===== src/rtl/ddr3_avl_pkg.sv =====
// Shared types and widths for the DDR3 Avalon-MM two-port arbiter.
package ddr3_avl_pkg;

  localparam int AVL_ADDR_W = 26;
  localparam int AVL_DATA_W = 128;

  typedef enum logic [1:0] {
    ARB_IDLE   = 2'd0,
    ARB_CMD    = 2'd1,
    ARB_RDWAIT = 2'd2
  } arb_state_t;

  typedef logic port_id_t;

endpackage


===== src/rtl/ddr3_avl_arbiter_rr_pick2.sv =====
// Combinational 2-way round-robin picker: with both ports requesting, the port
// not served last wins; a lone requester always wins.
module rr_pick2
  import ddr3_avl_pkg::*;
(
  input  logic [1:0] req,
  input  port_id_t   last,
  output logic       valid,
  output port_id_t   grant
);

  // Grant selection from the request vector and the last-served port
  always_comb begin
    valid = |req;
    grant = 1'b0;
    case (req)
      2'b01:   grant = 1'b0;
      2'b10:   grant = 1'b1;
      2'b11:   grant = ~last;
      default: grant = 1'b0;
    endcase
  end

endmodule


===== src/rtl/ddr3_avl_arbiter.sv =====
// Shares the DDR3 controller Avalon-MM port between the buffer writer (port 0)
// and reader (port 1). Optional watchdog abort enabled by AVL_ARB_TIMEOUT_EN.
module ddr3_avl_arbiter
  import ddr3_avl_pkg::*;
#(
  parameter int ADDR_W         = AVL_ADDR_W,
  parameter int DATA_W         = AVL_DATA_W,
  parameter int TIMEOUT_CYCLES = 1024
) (
  input  logic              iCLK,
  input  logic              iRST,
  input  logic [ADDR_W-1:0] p0_address,
  input  logic              p0_write,
  input  logic              p0_read,
  input  logic [DATA_W-1:0] p0_writedata,
  output logic              p0_waitrequest_n,
  output logic [DATA_W-1:0] p0_readdata,
  output logic              p0_readdatavalid,
  input  logic [ADDR_W-1:0] p1_address,
  input  logic              p1_write,
  input  logic              p1_read,
  input  logic [DATA_W-1:0] p1_writedata,
  output logic              p1_waitrequest_n,
  output logic [DATA_W-1:0] p1_readdata,
  output logic              p1_readdatavalid,
  output logic [ADDR_W-1:0] avl_address,
  output logic [DATA_W-1:0] avl_writedata,
  output logic              avl_write,
  output logic              avl_read,
  output logic              avl_burstbegin,
  output logic [2:0]        avl_size,
  input  logic              avl_waitrequest_n,
  input  logic [DATA_W-1:0] avl_readdata,
  input  logic              avl_readdatavalid,
  output logic              arb_timeout
);

  arb_state_t        state_r, state_nxt_s;
  port_id_t          grant_r, last_r, pick_s;
  logic              pick_vld_s;
  logic [1:0]        req_s;
  logic              avl_write_r, avl_read_r;
  logic [ADDR_W-1:0] addr_r;
  logic [DATA_W-1:0] wdata_r, rdata_r;
  logic              rdv0_r, rdv1_r;
  logic              accept_s, timeout_s;

  assign req_s = {p1_write | p1_read, p0_write | p0_read};

  rr_pick2 u_pick (
    .req   (req_s),
    .last  (last_r),
    .valid (pick_vld_s),
    .grant (pick_s)
  );

  assign accept_s = (state_r == ARB_CMD) & avl_waitrequest_n;

`ifdef AVL_ARB_TIMEOUT_EN
  localparam int CNT_W = $clog2(TIMEOUT_CYCLES) + 1;
  logic [CNT_W-1:0] wd_cnt_r;

  // Watchdog: restarts on every state change, counts while busy
  always_ff @(posedge iCLK) begin
    if (iRST) begin
      wd_cnt_r <= {CNT_W{1'b0}};
    end else if ((state_nxt_s != state_r) || (state_r == ARB_IDLE)) begin
      wd_cnt_r <= {CNT_W{1'b0}};
    end else begin
      wd_cnt_r <= wd_cnt_r + CNT_W'(1);
    end
  end

  // A completion in the final cycle takes priority over the abort
  assign timeout_s = (wd_cnt_r == CNT_W'(TIMEOUT_CYCLES - 1)) &
                     (((state_r == ARB_CMD) & ~avl_waitrequest_n) |
                      ((state_r == ARB_RDWAIT) & ~avl_readdatavalid));
`else
  assign timeout_s = 1'b0;
`endif

  // Next-state decode
  always_comb begin
    state_nxt_s = state_r;
    case (state_r)
      ARB_IDLE: begin
        if (pick_vld_s) state_nxt_s = ARB_CMD;
        else            state_nxt_s = ARB_IDLE;
      end
      ARB_CMD: begin
        if (accept_s)       state_nxt_s = avl_read_r ? ARB_RDWAIT : ARB_IDLE;
        else if (timeout_s) state_nxt_s = ARB_IDLE;
        else                state_nxt_s = ARB_CMD;
      end
      ARB_RDWAIT: begin
        if (avl_readdatavalid || timeout_s) state_nxt_s = ARB_IDLE;
        else                                state_nxt_s = ARB_RDWAIT;
      end
      default: state_nxt_s = ARB_IDLE;
    endcase
  end

  // State register
  always_ff @(posedge iCLK) begin
    if (iRST) state_r <= ARB_IDLE;
    else      state_r <= state_nxt_s;
  end

  // Command latch, grant pointer and read-return registers
  always_ff @(posedge iCLK) begin
    if (iRST) begin
      grant_r     <= 1'b0;
      last_r      <= 1'b1;
      addr_r      <= {ADDR_W{1'b0}};
      wdata_r     <= {DATA_W{1'b0}};
      rdata_r     <= {DATA_W{1'b0}};
      avl_write_r <= 1'b0;
      avl_read_r  <= 1'b0;
      rdv0_r      <= 1'b0;
      rdv1_r      <= 1'b0;
    end else begin
      rdv0_r <= 1'b0;
      rdv1_r <= 1'b0;
      case (state_r)
        ARB_IDLE: begin
          if (pick_vld_s) begin
            grant_r     <= pick_s;
            last_r      <= pick_s;
            addr_r      <= pick_s ? p1_address : p0_address;
            wdata_r     <= pick_s ? p1_writedata : p0_writedata;
            // write wins when a port raises both commands
            avl_write_r <= pick_s ? p1_write : p0_write;
            avl_read_r  <= pick_s ? (p1_read & ~p1_write) : (p0_read & ~p0_write);
          end
        end
        ARB_CMD: begin
          if (accept_s || timeout_s) begin
            avl_write_r <= 1'b0;
            avl_read_r  <= 1'b0;
          end
        end
        ARB_RDWAIT: begin
          if (avl_readdatavalid) begin
            rdata_r <= avl_readdata;
            rdv0_r  <= ~grant_r;
            rdv1_r  <= grant_r;
          end
        end
        default: begin
          avl_write_r <= 1'b0;
          avl_read_r  <= 1'b0;
        end
      endcase
    end
  end

  assign p0_waitrequest_n = accept_s & ~grant_r;
  assign p1_waitrequest_n = accept_s & grant_r;
  assign p0_readdata      = rdata_r;
  assign p1_readdata      = rdata_r;
  assign p0_readdatavalid = rdv0_r;
  assign p1_readdatavalid = rdv1_r;
  assign avl_address      = addr_r;
  assign avl_writedata    = wdata_r;
  assign avl_write        = avl_write_r;
  assign avl_read         = avl_read_r;
  assign avl_burstbegin   = avl_write_r | avl_read_r;
  assign avl_size         = 3'd1;
  assign arb_timeout      = timeout_s;

endmodule

===== config.mk =====
export PLATFORM = sky130hd
export DESIGN_NAME = ddr3_avl_arbiter
export DESIGN_NICKNAME = d
export VERILOG_FILES = /design/src/rtl/ddr3_avl_pkg.sv /design/src/rtl/ddr3_avl_arbiter_rr_pick2.sv /design/src/rtl/ddr3_avl_arbiter.sv
export SDC_FILE = /design/constraint.sdc
export NUM_CORES = 1
export LEC_CHECK = 0
export ABC_AREA = 1
export BUFFER_PORTS_ARGS = -buffer_cell sky130_fd_sc_hd__buf_2
export CORE_AREA = 8 8 326 328
export DETAILED_ROUTE_END_ITERATION = 16
export DIE_AREA = 0 0 334 336
export PLACE_DENSITY_LB_ADDON = 0.08
export SYNTH_ARGS = -nofsm -noshare
export SYNTH_HDL_FRONTEND = slang
export SYNTH_SLANG_ARGS = --single-unit

===== constraint.sdc =====
create_clock -name iCLK -period 3.45 [get_ports iCLK]
set_input_delay 0.69 -clock iCLK [delete_from_list [all_inputs] [get_ports iCLK]]
set_output_delay 0.69 -clock iCLK [all_outputs]
set_load 0.03 [all_outputs]

==> results by group, run 1 <==
Critical path
  – CP Max Fanout: 5
  – CP max-delay cell: dfxtp_1
  – Worst R2R Path Depth: 8
  – Worst path top cell family by delay: simple AND/OR/NAND/NOR gates
  – Worst setup EP type: primary output
  – Worst r2r dst: avl_writedata[30]
  – WP depth: 4
  – Crit-path cells: nor3_1 > inv_1 > nor2_1 > buf_2
  – R2R Setup Slk: about 1.4 ns
  – Critical Path RT: 2.76 ns
  – CP startpoint kind: flop
  – CP Data Arrival Time: 1.74 ns
  – Bufs and invs on worst path: 2
  – Setup crit start: state_r[1]
  – Reg-to-reg startpoint: state_r[1]
  – Worst path max stage delay: approximately 0.37 ns
  – Critical path class: flop to primary output
  – Crit path capture: p0_waitrequest_n

Clock network
  – H-tree depth reported by CTS: 2
  – Cts bufs inserted: 43
  – CTS tree: yes
  – Clk buf depth: 3
  – Clk pin slew, worst setup/hold paths: ~0.06 ns
  – Clock latency on the worst-skew pair: 0.57 ns
  – Clk sinks: 290
  – Post-CTS resize count: 0
  – Setup Fix Bufs, Post-CTS: 0
  – Hold_buf cts: 0
  – Root Driver: clkbuf_16

Power
  – Internal: approximately 7 mW
  – PD cells: 532 mW/mm2
  – Static Leak: around 11 nW
  – Switching part of the total: ~33%
  – Total power: 10.6 mW
  – Clock power frac: 42.4%
  – Sw Pwr: between 3 and 4 mW
  – Worst vdd ir: between 0.0002 and 0.0003 V
  – Logic pwr share: between 20% and 30%
  – Reg power frac: approximately a third

Layout
  – Area Growth Syn to Fin: 45.8%
  – Commonest cells after routing, fill and taps aside: buf_2, nand2_1, nor2_1
  – Layout cells sized above 1: 34.8%
  – Commonest non-fill, non-tap cell in the layout: buf_2
  – Nets: between 3,000 and 4,000

Logic synthesis
  – Cell count after synthesis: 2,060
  – Post-synth cell types: 19
  – Largest cells by area after synthesis: dfxtp_1, nand2_1, nor2_1, inv_1, buf_4
  – Synth warn: 0
  – Synth top area share: 42.7%
  – Synthesized area per cell: between 6 and 7 um2
  – Synth Register Bits: just under 300
  – Sequential fraction of the synthesis area: a little over two fifths
  – Cell taking the most area after synthesis: dfxtp_1
  – Synthesized area: approximately 0.014 mm2

Route
  – Post-DR wirelength/cell: roughly 18 um
  – Via density: between 3 and 4
  – DR iter-0 viols: 650
  – Drt first pass iters: 5
  – Via count: 14,900
  – Final WL: around 75 mm
  – Final antenna-violating net count: 0
  – DR DRC count: 0

Timing
  – Slew Limit Headroom: about half
  – TNS Setup: 0 ns
  – Final setup margin: 1.02 ns
  – Slew @ Worst Pin: around 0.75 ns
  – Fmax: roughly 0.4 GHz
  – Minimum clock period: around 2.4 ns
  – Fin Clk Skew: 0.0111 ns
  – Slew Limit Fails: 0
  – Final hold vios: 0
  – RSZ-0062 raised after global routing: no
  – Fin crit share: between 70% and 80%
  – Final setup violation count: 0

Die
  – Initial Util: between 10% and 20%
  – Die extent in x: between 300 and 400 um
  – Die area: ~0.11 mm2
  – Core area: roughly 0.1 mm2
  – Die H: about 340 um
  – FP Rows: roughly 120
  – IO Pins: 865

Place
  – Dpl ws: 0.887 ns
  – PortBufs: 860
  – Dpl hpwl: between 50 and 60 mm
  – RePlAce Congestion: approximately 0.8

GRT
  – Vias in the first global route: ~15,000
  – GRT Total Usage: 12.4%
  – Largest net degree at the start of global routing: between 100 and 150
  – Global-route wire length before repair: 104 mm
  – Initial antenna violation count: 20
  – Grt ovf: 0

Outcome
  – Outcome: completed

Min path
  – Critical hold path startpoint: avl_readdata[83]
  – HP Class: input port to flop

Job
  – Max-cap violations: 0
per-stage QoR:
stage,hold slack [ns],area [um2],std cells,util (%)
3_3_place_gp,0.440,18400,3997,18.2
3_5_place_dp,0.442,18400,3997,18.2
4_1_cts,0.334,19800,4074,19.6
6_report,0.406,19800,4085,19.6
5_1_grt,0.361,19800,4078,19.6
2_1_floorplan,0.450,13600,2062,-
layer usage:
metal	vias up	track usage (%)	wire length (um)
met4	4	3.76	2280
met3	106	5.27	7330
li1	7496	-	-
met5	-	0	21
met1	6711	13.7	29200
met2	610	21.6	36100
area by class of cell:
| class | instances | area (um2) |
|---|---|---|
| fillers | 11700 | 81200 |
| multi-input cells | 1221 | 5160 |
| diodes | 11 | 27.5 |
| clock buffers | 64 | 1280 |
| inverters | 291 | 1100 |
| flip-flops and latches | 290 | 5810 |
| clock inverters | 13 | 158 |
| repair buffers | 886 | 4670 |
| well taps | 1309 | 1640 |
kinds of logic after synthesis:
group	synth area share (%)
buf+inv	19.6
compound gates	9.84
other cells	0.0552
simple gates	27.8
flops	42.7
flip-flops by register name, indices dropped and copies added (netlist names), 2 cells and up:
name,cells
avl_address,26
p0_readdata,128
state_r,2
avl_writedata,128
worst min-delay path by stage:
stage,to,cells after the start
6_report,p0_readdata[83],3
5_1_grt,p0_readdata[125],3
4_1_cts,p0_readdata[124],3
3_5_place_dp,p0_readdata[124],2
3_3_place_gp,p0_readdata[13],2
2_1_floorplan,p0_readdatavalid,1
Yosys cell counts:
library cell  count
nand3_1         160
nand3b_1          1
conb_1            2
a21oi_2           1
clkbuf_1         37
inv_1           288
buf_4           138
nor2_1          311
buf_1            16
o21ai_2           1
nand2_1         474
buf_2            69
or2_2             1
dfxtp_1         290
o21ai_0         130
a21oi_1         134
nor3_1            3
nor2_2            1
inv_2             3
worst register-to-register path, cell delays in order, from the launching register on:
cell	delay, ns
dfxtp_1	0.37
inv_2	0.10
nand2_1	0.14
a21oi_4	0.56
buf_12	0.32
buf_4	0.25
nand3_1	0.12
nand2_1	0.07
inv_1	0.04
power groups by stage:
stage          Sequential (mW)  Clock [mW]  Combinational (mW)
2_1_floorplan             4.24           0               0.949
3_3_place_gp              3.80           0                2.41
3_5_place_dp              3.80           0                2.41
4_1_cts                   3.74        4.75                2.41
5_1_grt                   3.76        4.87                2.60
6_report                  3.73        4.48                2.35
(Power assumes the default switching activity.)
==> inputs of run 2 (changes only) <==
--- a/config.mk
+++ b/config.mk
@@ -5,11 +5,11 @@
 export SDC_FILE = /design/constraint.sdc
 export NUM_CORES = 1
 export LEC_CHECK = 0
-export ABC_AREA = 1
+export ABC_AREA = 0
 export BUFFER_PORTS_ARGS = -buffer_cell sky130_fd_sc_hd__buf_2
-export CORE_AREA = 8 8 326 328
+export CORE_AREA = 8 8 334 336
 export DETAILED_ROUTE_END_ITERATION = 16
-export DIE_AREA = 0 0 334 336
+export DIE_AREA = 0 0 342 344
 export PLACE_DENSITY_LB_ADDON = 0.08
 export SYNTH_ARGS = -nofsm -noshare
 export SYNTH_HDL_FRONTEND = slang
==> constraint.sdc (replaced) <==
create_clock -name iCLK -period 2.5 [get_ports iCLK]
set_input_delay 0.5 -clock iCLK [delete_from_list [all_inputs] [get_ports iCLK]]
set_output_delay 0.5 -clock iCLK [all_outputs]
set_load 0.03 [all_outputs]
==> run 2 against run 1 <==
Effect of this change:
- via count rose by 1.4%
- routed wire length rose by 16%
- register-to-register slack got worse by 0.72 ns
- critical endpoint unchanged
- largest cell class unchanged
- largest power group unchanged
- setup slack got worse by 0.83 ns
==> results by group, run 2 <==
Logic synthesis
  – Synth Area in Adders: 0% (unchanged)
  – Sequential fraction of the synthesis area: 44.3% (+1.7 points)
  – Post-synth top flop: dfxtp_1
  – Cell taking the most area after synthesis: dfxtp_1
  – Area fraction in and, or, nand and nor cells after synthesis: 14.3% (-14 points)
  – Largest family of logic cells by synthesized area: compound AO/OA/AOI/OAI gates
  – Post-synthesis compound-gate area fraction: 27.8% (+18 points)
  – Top cells by instance count after synthesis: dfxtp_1, a21oi_1, nand2_1
  – Multiplexer share of the synthesized area: 0% (unchanged)
  – Leading cell type by number of instances after synthesis: dfxtp_1
  – Synth Area in XOR/XNOR: 0% (unchanged)
  – Synthesized area per cell: 7.99 um2 (+21%)
  – Cell count after synthesis: 1,639 (-20%)
  – Synth Register Bits: 290 (unchanged)
  – Post-synth EDFFs: 0 (unchanged)
  – Synth top area share: 44.3% (+1.7 points)
  – Synthesized area: 0.0131 mm2 (-3.8%)
  – Synth warn: 0 (unchanged)
  – Post-synth ARST share: 0% (unchanged)
  – Largest cells by area after synthesis: dfxtp_1, a21oi_1, a311oi_1, buf_4, nand2_1
  – Post-synth cell types: 34 (+15)

Die
  – Core area: 0.106 mm2 (+5.2%)
  – Die extent in x: 342 um (+2.4%)
  – FP Rows: 120 (+2.6%)
  – Die area: 0.118 mm2 (+4.8%)
  – Die H: 344 um (+2.4%)
  – IO Pins: 865 (unchanged)
  – Initial Util: 12.3% (-1.2 points)

Route
  – Via count: 15,100 (+1.4%)
  – Post-DR wirelength/cell: 23.1 um (+26%)
  – Final WL: 86.6 mm (+16%)
  – DR iter-0 viols: 609 (-6.3%)
  – Drt first pass iters: 5 (unchanged)
  – Via density: 4.04 (+11%)
  – DR DRC count: 0 (unchanged)
  – Final antenna-violating net count: 0 (unchanged)

Power
  – Internal: 9.33 mW (+32%)
  – Logic pwr share: 21.0% (-1.2 points)
  – Worst vdd ir: 0.000400 V (+48%)
  – Sw Pwr: 4.62 mW (+34%)
  – Static Leak: 8.46 nW (-23%)
  – Reg power frac: 36.8% (+1.5 points)
  – Clock power frac: 42.2% (-0.2 points)
  – Switching part of the total: 33.1% (+0.34 points)
  – PD cells: 719 mW/mm2 (+35%)

Critical path
  – Critical Path RT: 2.00 ns (-0.76 ns)
  – CP Max Fanout: 3 (-2)
  – Reg-to-reg startpoint: last_r
  – CP startpoint kind: flop
  – R2R Setup Slk: 0.66 ns (-0.72 ns)
  – Worst setup EP type: primary output
  – Worst R2R Path Depth: 4 (-4)
  – Critical path class: flop to primary output
  – CP Data Arrival Time: 1.81 ns (+0.07 ns)
  – Worst r2r dst: avl_writedata[56]

Place
  – Dpl hpwl: 64.0 mm (+7.3%)
  – PortBufs: 860 (unchanged)
  – RePlAce Congestion: 0.761 (-4.6%)

GRT
  – Initial antenna violation count: 69 (+250%)
  – Global-route wire length before repair: 119 mm (+14%)
  – Vias in the first global route: 15,700 (+4.5%)
  – GRT Total Usage: 13.7% (+1.3 points)
  – Largest net degree at the start of global routing: 107 (-16%)
  – Grt ovf: 0 (unchanged)

Outcome
  – Outcome: completed

Layout
  – Nets: 2,722 (-14%)
  – Area Growth Syn to Fin: 48.3%
  – Commonest non-fill, non-tap cell in the layout: buf_2
  – Commonest cells after routing, fill and taps aside: buf_2, dfxtp_1, a21oi_1
  – Layout cells sized above 1: 42.3% (+7.4 points)

Timing
  – Fmax: around 0.43 GHz
  – Slew Limit Headroom: 58.5% (+8.5 points)
  – Fin Clk Skew: 0.0184 ns (+0.00731 ns)
  – Fin Hold WS: 0.149 ns (-0.257 ns)
  – Minimum clock period: 2.31 ns
  – Fin crit share: slightly above 90%
  – RSZ-0062 raised after global routing: no
  – Slew Limit Fails: 0 (unchanged)
  – Slew @ Worst Pin: 0.623 ns (-0.127 ns)
  – TNS Setup: 0 ns (unchanged)
  – Final setup violation count: 0 (unchanged)
  – Final hold vios: 0 (unchanged)

Clock network
  – H-tree depth reported by CTS: 2 (unchanged)
  – Setup Fix Bufs, Post-CTS: 0 (unchanged)
  – Clk buf depth: 3 (unchanged)
  – Clk pin slew, worst setup/hold paths: 0.06 ns (about the same)
  – Root Driver: clkbuf_16
  – Clock latency on the worst-skew pair: 0.59 ns (+0.02 ns)
  – CTS tree: yes
  – Clk sinks: 290 (unchanged)
  – Hold_buf cts: 0 (unchanged)
  – Cts bufs inserted: 43 (unchanged)

Job
  – Max-cap violations: 0 (unchanged)

Min path
  – HP Class: input port to flop
  – Hold Path Depth: 3 (unchanged)
  – Hold Crit Endpoint: p0_readdata[57]
  – Critical hold path startpoint: avl_readdata[57]
[run 2: cell count changes after synthesis, sizes merged, moves of 4 or more]
| cell | before | now |
|---|---|---|
| a21oi | 135 | 284 |
| a311oi | 0 | 154 |
| buf | 223 | 187 |
| clkbuf | 37 | 124 |
| inv | 291 | 1 |
| nand2 | 474 | 256 |
| nand3 | 160 | 156 |
| nor2 | 312 | 4 |
| o21ai | 131 | 158 |
[run 2: through the flow]
step                      util, %  setup slack [ns]  power (mW)  cells  area [um2]
after floorplan                 -             0.563        6.83   1641       13100
after global placement       16.9            0.0785        8.24   3636       18000
after detailed placement     16.9            0.0488        8.23   3636       18000
after CTS                    18.2            0.0380        14.4   3710       19300
after global routing         18.2           0.00476        14.7   3720       19400
final                        18.3             0.188        14.0   3743       19400
[run 2: cells by family after synthesis]
group | after synthesis
AOI/OAI and AO/OA | 605
and+or+nand+nor | 430
buffers and inverters | 312
DFF | 290
other | 2
[run 2: timing repair]
| action | in CTS | in global routing |
|---|---|---|
| setup endpoints to repair | 1 | 1 |
| resized for setup | 2 | 1 |
| pin swaps | 1 | 0 |
[run 2: per-layer routing]
metal,up-vias,global-route usage [%],routed length (um)
met5,-,0,302
met4,48,3.17,1570
met3,121,7.61,10600
met2,636,24.2,42500
met1,7230,14.1,31700
li1,7094,-,-
[run 2: final cells by class]
class	instances	area, um2
Sequential cell	290	5810
Antenna cell	33	82.6
Fill cell	12200	86900
Clock inverter	10	95.1
Timing Repair Buffer	903	4870
Tap cell	1403	1760
Multi-Input combinational cell	1039	5590
Clock buffer	64	1220
Inverter	1	3.75
[run 2: how the worst max path moves through the flow]
stage                            from          endpoint  slack (ns)
finish                        grant_r  p0_waitrequest_n        0.19
global placement    avl_waitrequest_n  p0_waitrequest_n        0.08
global route                  grant_r  p0_waitrequest_n       0.005
floorplan                  state_r[1]  p0_waitrequest_n        0.56
detailed placement  avl_waitrequest_n  p0_waitrequest_n        0.05
CTS                           grant_r  p0_waitrequest_n        0.04
[run 2: power groups by stage]
stage | Combinational, mW | Sequential [mW] | Clock, mW
after floorplan | 1.03 | 5.80 | 0
after global placement | 3.00 | 5.23 | 0
after detailed placement | 3.00 | 5.23 | 0
after CTS | 3.01 | 5.14 | 6.25
after global routing | 3.18 | 5.17 | 6.39
final | 2.93 | 5.13 | 5.89
[run 2: worst max-delay path: stages (launching register included)]
cell      delay [ns]
dfxtp_1         0.35
buf_4           0.17
nor4bb_4        0.43
buf_2           0.28
==> inputs of run 3 (changes only) <==
--- a/config.mk
+++ b/config.mk
@@ -7,9 +7,10 @@
 export LEC_CHECK = 0
 export ABC_AREA = 0
 export BUFFER_PORTS_ARGS = -buffer_cell sky130_fd_sc_hd__buf_2
-export CORE_AREA = 8 8 334 336
+export CORE_AREA = 8 8 330 332
+export CTS_BUF_LIST = sky130_fd_sc_hd__clkbuf_4 sky130_fd_sc_hd__clkbuf_8
 export DETAILED_ROUTE_END_ITERATION = 16
-export DIE_AREA = 0 0 342 344
+export DIE_AREA = 0 0 338 340
 export PLACE_DENSITY_LB_ADDON = 0.08
 export SYNTH_ARGS = -nofsm -noshare
 export SYNTH_HDL_FRONTEND = slang
==> run 3 against run 2 <==
Effect of this change:
- via count grew 6.7%
- non-clock buffer count grew 247
- global-route usage grew 0.42 points
- combinational power grew 12%
- first-iteration DRC count grew 15%
- routed wire length shrank 0.48%
- clock power grew 3.6%
- core utilization grew 2.9 points
- design area grew 14%
- sequential share of layout area shrank 3.6 points
- largest cell class is now non-clock buffers
==> results by group, run 3 (same netlist as run 2, synthesis figures left out) <==
Outcome
  – Outcome: completed

Die
  – Die area: 0.115 mm2 (-2.3%)
  – IO Pins: 865 (unchanged)
  – FP Rows: 119 (-0.83%)
  – Die H: 340 um (-1.2%)
  – Initial Util: 12.6% (+0.26 points)
  – Core area: 0.104 mm2 (-2.1%)
  – Die extent in x: 338 um (-1.2%)

Min path
  – Hold Crit Endpoint: avl_writedata[58]
  – Hold Path Depth: 3 (unchanged)
  – Critical hold path startpoint: p1_writedata[58]
  – HP Class: input port to flop

Timing
  – Fin Hold WS: 0.110 ns (-0.0391 ns)
  – RSZ-0062 raised after global routing: no
  – Fmax: 0.434 GHz (+0.30%)
  – Minimum clock period: 2.30 ns (-0.00683 ns)
  – Final hold vios: 0 (unchanged)
  – Final setup violation count: 0 (unchanged)
  – Fin crit share: 92.2% (-0.27 points)
  – Slew Limit Fails: 0 (unchanged)
  – Fin Clk Skew: 0.0320 ns (+0.0136 ns)
  – Slew Limit Headroom: 42.6% (-16 points)
  – TNS Setup: 0 ns (unchanged)
  – Slew @ Worst Pin: 0.861 ns (+0.238 ns)

GRT
  – GRT Total Usage: 14.1% (+0.42 points)
  – Initial antenna violation count: 45 (-35%)
  – Grt ovf: 0 (unchanged)
  – Global-route wire length before repair: 121 mm (+2.1%)
  – Vias in the first global route: 16,900 (+8.1%)
  – Largest net degree at the start of global routing: 155 (+45%)

Route
  – DR iter-0 viols: 702 (+15%)
  – Final antenna-violating net count: 0 (unchanged)
  – Via count: 16,100 (+6.7%)
  – DR DRC count: 0 (unchanged)
  – Post-DR wirelength/cell: 21.5 um (-7.2%)
  – Via density: 4.02 (-0.45%)
  – Final WL: 86.2 mm (-0.48%)
  – Drt first pass iters: 5 (unchanged)

Critical path
  – CP startpoint kind: flop
  – Critical path class: flop to primary output
  – Critical Path RT: 2.00 ns (about the same)
  – CP Data Arrival Time: 1.80 ns (about the same)
  – Worst r2r dst: avl_writedata[24]
  – Worst setup EP type: primary output
  – Reg-to-reg startpoint: state_r[1]
  – Worst R2R Path Depth: 5 (+1)
  – R2R Setup Slk: 0.21 ns (-0.45 ns)
  – CP Max Fanout: 10 (+7)

Power
  – Static Leak: 9.69 nW (+15%)
  – Worst vdd ir: 0.000319 V (-20%)
  – PD cells: 657 mW/mm2 (-8.5%)

Clock network
  – Setup Fix Bufs, Post-CTS: 0 (unchanged)
  – Cts bufs inserted: 70 (+63%)
  – Clock latency on the worst-skew pair: 0.68 ns (+0.09 ns)
  – H-tree depth reported by CTS: 3 (+1)
  – Root Driver: clkbuf_8
  – Clk pin slew, worst setup/hold paths: 0.06 ns (about the same)
  – Clk sinks: 290 (unchanged)
  – CTS tree: yes
  – Clk buf depth: 3 (unchanged)

Place
  – Dpl hpwl: 61.6 mm (-3.8%)
  – RePlAce Congestion: 0.837 (+10%)
  – PortBufs: 860 (unchanged)

Layout
  – Area Growth Syn to Fin: 68.5%
  – Layout cells sized above 1: 39.7% (-2.6 points)
  – Commonest non-fill, non-tap cell in the layout: buf_2
  – Nets: 2,996 (+10%)
  – Commonest cells after routing, fill and taps aside: buf_2, dfxtp_1, a21oi_1

Job
  – Max-cap violations: 0 (unchanged)
==> run 3: cell types whose count changed in the layout (fill, tap and decap cells not counted), moves of 8 or more <==
cell	before	now
clkbuf_1	16	0
buf_12	19	27
buf_4	24	13
clkbuf_16	44	0
dlygate4sd3_1	0	250
clkbuf_4	0	26
diode_2	33	23
clkbuf_8	4	82
==> run 3: through the flow <==
step	instance area, um2	power, mW	utilization [%]	instances	setup WS [ns]
after floorplan	13100	6.83	-	1641	0.563
after global placement	18100	8.19	17.4	3621	0.361
after detailed placement	18100	8.19	17.4	3621	0.347
after CTS	22000	15.0	21.1	3990	0.0590
after global routing	22100	15.4	21.2	4009	0.0163
final	22100	14.5	21.2	4013	0.195
==> run 3: layer usage <==
metal | GRT usage, % | share of wire [%] | vias to the layer above
met1 | 15.2 | 37 | 7595
li1 | - | - | 7645
met5 | 0 | 0.27 | -
met2 | 24.5 | 48 | 697
met4 | 4.97 | 3.6 | 36
met3 | 6.13 | 10 | 175
==> run 3: what timing repair did <==
item | in CTS | in global routing
gates resized for setup | 1 | 0
hold buffers | 250 | 0
setup endpoints to repair | 1 | 0
endpoints found under the hold margin | 214 | 0
==> run 3: critical path, stage by stage, from the launching register on <==
cell and delay [ns]:
dfxtp_1 0.42, nor4bb_1 0.33, buf_4 0.19, buf_2 0.20
==> run 3: final cells by class <==
type | instances | area, um2
fillers | 11800 | 82000
repair buffers | 1150 | 7450
flip-flops and latches | 290 | 5810
multi-input cells | 1039 | 5570
well taps | 1391 | 1740
clock buffers | 108 | 1320
clock inverters | 11 | 109
diodes | 23 | 57.6
inverters | 1 | 3.75
==> run 3: worst max path at each step <==
stage                    start                 to  slack [ns]  depth (start not counted)
floorplan           state_r[1]   p0_waitrequest_n        0.56                          2
global placement       p0_read  avl_writedata[94]        0.36                          5
detailed placement     p0_read  avl_writedata[29]        0.35                          5
CTS                 state_r[0]   p0_waitrequest_n        0.06                          3
global route        state_r[0]   p0_waitrequest_n        0.02                          3
finish              state_r[1]   p0_waitrequest_n        0.20                          3
==> run 3: power by group <==
part	switching (mW)	internal, mW	leakage [nW]	total (mW)
Clock	2.64	3.46	0.757	6.10
Combinational	2.04	1.24	6.56	3.28
Sequential	0.183	4.95	2.38	5.13
Total	4.86	9.65	9.69	14.5
